[src/rtl/reg_set_8.sv]
// reg_set_8: two independent parallel-load register lanes.
// Both lanes load on every rising clk edge; rst is synchronous, active-high
// and takes priority over the load.
// Optional build macro REG_SET_8_INIT_EN: when defined, both registers carry
// a power-up value equal to their reset value, so q1/q2 are defined before
// the first clock edge. When undefined, q1/q2 are unknown until that edge.
module reg_set_8 #(
  parameter int unsigned          WIDTH    = 8,
  parameter logic [WIDTH-1:0]     RST_VAL1 = {WIDTH{1'b0}},
  parameter logic [WIDTH-1:0]     RST_VAL2 = {WIDTH{1'b0}}
) (
  output logic [WIDTH-1:0] q1,
  output logic [WIDTH-1:0] q2,
  input  logic             clk,
  input  logic             rst,
  input  logic [WIDTH-1:0] d1,
  input  logic [WIDTH-1:0] d2
);

`ifdef REG_SET_8_INIT_EN
  // Power-up value matches the reset value so outputs are never unknown.
  logic [WIDTH-1:0] q1_r = RST_VAL1;
  logic [WIDTH-1:0] q2_r = RST_VAL2;
`else
  logic [WIDTH-1:0] q1_r;
  logic [WIDTH-1:0] q2_r;
`endif

  // Lane 1: synchronous reset has priority, otherwise capture d1.
  always_ff @(posedge clk) begin
    if (rst) begin
      q1_r <= RST_VAL1;
    end else begin
      q1_r <= d1;
    end
  end

  // Lane 2: independent of lane 1, same reset/load rule.
  always_ff @(posedge clk) begin
    if (rst) begin
      q2_r <= RST_VAL2;
    end else begin
      q2_r <= d2;
    end
  end

  assign q1 = q1_r;
  assign q2 = q2_r;

endmodule

[config.mk]
export PLATFORM = sky130hd
export DESIGN_NAME = reg_set_8
export DESIGN_NICKNAME = d
export VERILOG_FILES = /design/src/rtl/reg_set_8.sv
export SDC_FILE = /design/constraint.sdc
export NUM_CORES = 1
export LEC_CHECK = 0
export ABC_AREA = 1
export CORE_UTILIZATION = 30
export CTS_BUF_LIST = sky130_fd_sc_hd__clkbuf_8
export CTS_CLUSTER_SIZE = 14
export DETAILED_ROUTE_END_ITERATION = 8
export PLACE_DENSITY = 0.82
export SLEW_MARGIN = 25
export SYNTH_ARGS = -nofsm -noshare
export SYNTH_HDL_FRONTEND = slang
export SYNTH_SLANG_ARGS = --single-unit
[constraint.sdc]
create_clock -name clk -period 0.8 [get_ports clk]
set_input_delay 0.2 -clock clk [delete_from_list [all_inputs] [get_ports clk]]
set_output_delay 0.2 -clock clk [all_outputs]
set_load 0.02 [all_outputs]
# --- Word-level counts from Yosys, hierarchy flattened ---
# Index checks and enable logic that the tools add are counted.
word_totals:
  wordCells: 2
  reg_bits: 16
  output_inout_bits: 16
  in_bits: 18

# --- Depth between registers and ports, before layout ---
depth:
  depth_word: 0
  depth_mapped: 3
  ltp_nobuf: 2

# --- Worst setup path before layout ---
# OpenSTA, ideal clock, no wires.
synth_path:
  path_type: "flip-flop to output port"
  from: "register q1_r[0] (netlist: q1[0])"
  to: "output port q1[0]"
  required_time_ps: 600
  slack_ps: 205
  stages_incl_launch_ff: 1
  arrival_time_ps: 395
  path_buffers: 0
  cell_sequence: "dfxtp_1"
synth_lines:
  columns: ["item", "line_no", "rtl"]
  rows:
  - ["start: declaration", "25", "logic [WIDTH-1:0] q1_r;"]
  - ["start signal: assignment", "32", "q1_r <= RST_VAL1;"]
  - ["start signal: assignment", "34", "q1_r <= d1;"]
  - ["end: declaration", "12", "output logic [WIDTH-1:0] q1,"]
# No word-level cell between the ends.

# --- Worst setup path in the final report ---
layout_path:
  from: "register q2_r[0] (netlist: q2[0])"
  to: "output port q2[0]"
layout_lines:
  columns: ["item", "line_no", "rtl"]
  rows:
  - ["start: declaration", "26", "logic [WIDTH-1:0] q2_r;"]
  - ["start signal: assignment", "41", "q2_r <= RST_VAL2;"]
  - ["start signal: assignment", "43", "q2_r <= d2;"]
  - ["end: declaration", "13", "output logic [WIDTH-1:0] q2,"]
# No word-level cell between the ends.

==> flow_summary.json <==
{
  "status": "finished, violations left",
  "violations": "negative setup slack",
  "drtIter0Drc": 0,
  "post_drt_via_cell_ratio": 3.87,
  "grt_pass1_vias": 380,
  "area_growth_pct": 92.9,
  "synth_area_um2": 474,
  "min_period_ns": 0.880,
  "yosysWarnings": 0,
  "drive_above_1_share": 0.477,
  "finalNetCount": 107,
  "fp.dieArea_mm2": 0.00174,
  "synth_area_leaders": "dfxtp_1 (68%), inv_1 (13%), nor2_1 (10%)",
  "detailroute.via_count": 399,
  "overflow": 0,
  "synthMuxAreaShare": 0,
  "syn_nets": 68,
  "leakagePower_nw": 0.462,
  "synthSimpleGateAreaFrac": 0.142,
  "cts_root_buf": "clkbuf_8",
  "tightest_slew_ns": 0.0998,
  "clock_sinks": 16,
  "fp.dieW_um": 41.8,
  "startpoint_type": "register",
  "final_util": 0.662,
  "hold_buffers": 0,
  "cts_buffers": 3,
  "synth_xor_area_frac": 0,
  "path_max_fanout": 1,
  "synth.avg_cell_area_um2": 9.48,
  "gr-usage-all-layers": 0.108,
  "pin_count": 34,
  "portBuffers": 33,
  "final_hold_viol_count": 0,
  "cts_tree": "yes",
  "fill_cells": 115,
  "yosysSeqAreaShare": 0.675,
  "yosysTopAreaCell": "dfxtp_1",
  "slew_violations": 0,
  "syn_inst": 50,
  "fin_crit_sh": 1.10,
  "grt_max_degree": 10,
  "clk_pin_slew_ns": 0.06,
  "fin_ws_ns": -0.0805,
  "ys_ff_latch": 16,
  "cp_data_required_time_ns": 0.60,
  "power_density_mw_per_mm2": 2020,
  "critPathBufInv": 1,
  "synth_compound_area_frac": 0,
  "setup.worst_path.end_class": "output port",
  "cap_violations": 0,
  "core_mm2": 0.00138,
  "crit_chain": "buf_6",
  "slowest_delay_ns": 0.32,
  "dr.pass1.iters": 1,
  "rows": 13,
  "crit_type": "register to output port",
  "antennaDiodeCount": 0,
  "drc": 0,
  "die_h_um": 41.8,
  "rsz0062_at_grt": "true",
  "cp.arrival_ns": 0.68,
  "htreeDepth": 1,
  "setup_viol": 16,
  "routabilityCongestion": 0.604,
  "initial_core_util": 0.343,
  "cp_slowest_cell": "dfxtp_2",
  "pre_cts_slack_ns": -0.297,
  "synth_top_family_by_area": "buffers and inverters",
  "cts_buffer_depth": 2,
  "hold_class": "input pin to register",
  "synth_cell_types": 6,
  "grt_antenna_before_repair": 0,
  "wl_um": 859,
  "maxSlewHeadroom": 0.933,
  "peakVddDrop_mv": 1.38,
  "critical-path-top-delay-family": "flip-flops",
  "wl_per_cell_um": 8.34,
  "grt_pass1_wl_um": 1480,
  "ant_nets": 0,
  "dp_hpwl_um": 683,
  "synth_fa_ha_area_frac": 0,
  "yosysTopAreaCellShare": 0.675,
  "fmax_ghz": 1.14,
  "post_cts_buffers": 0
}
[synthesized netlist by cell type]
cell type,count
inv_1,16
nor2_1,13
nor2_2,3
dfxtp_1,16
buf_6,1
buf_8,1
[state kept, by name, summed over array words and instances, names as in the netlist]
name and count:
q2 8, q1 8
[power by group]
group	switching (mW)	total [mW]	internal, mW
Combinational	0.111	0.286	0.174
Sequential	0.0180	0.866	0.849
Clock	0.260	0.695	0.435
[logic make-up (layout without fill, tap and decap cells)]
| group | after synthesis | in the layout |
|---|---|---|
| buffers and inverters | 18 | 56 |
| flip-flops | 16 | 16 |
| AND/OR/NAND/NOR | 16 | 16 |
[routing by layer]
layer | up-vias | GRT usage | routed length, µm
li1 | 207 | - | -
met1 | 169 | 0.115 | 366
met2 | 23 | 0.191 | 419
met3 | 0 | 0.0304 | 72
met4 | 0 | 0.0581 | 0
met5 | - | 0 | 0
[final timing paths]
kind	slack (ns)	cells after the start	end	startpoint
setup / recovery	-0.08	1	q2[0]	q2[0]$_SDFF_PP0_
hold / removal	0.46	3	q2[2]$_SDFF_PP0_	d2[2]
[final cells by class]
cell class	count	area, µm²	area share
clock buffer	4	55.1	0.0602
multi-input combinational	16	67.6	0.0739
sequential	16	340	0.372
inverter	16	60.1	0.0657
tap	15	18.8	0.0205
timing repair buffer	36	373	0.408
[per-stage QoR]
step / hold WS [ns] / TNS [ns] / cell area (µm²) / power [mW] / instances
2_1_floorplan: 0.307 / 0 / 474 / 0.978 / 50
3_3_place_gp: 0.721 / -7.81 / 820 / 1.14 / 99
3_5_place_dp: 0.723 / -7.86 / 820 / 1.15 / 99
4_1_cts: 0.456 / -1.32 / 915 / 1.87 / 103
5_1_grt: 0.481 / -1.53 / 915 / 1.93 / 103
6_report: 0.462 / -1.21 / 915 / 1.85 / 103
[what timing repair did]
action	CTS	global route
resized for setup	112	0
cloned	0	0
setup endpoints to repair	16	16
[cell usage in the layout (no fill, tap or decap), drive strengths merged]
| master | n |
|---|---|
| buf | 19 |
| clkbuf | 4 |
| clkdlybuf4s50 | 17 |
| dfxtp | 16 |
| inv | 16 |
| nor2 | 16 |
Power figures use the tool's default switching activity.
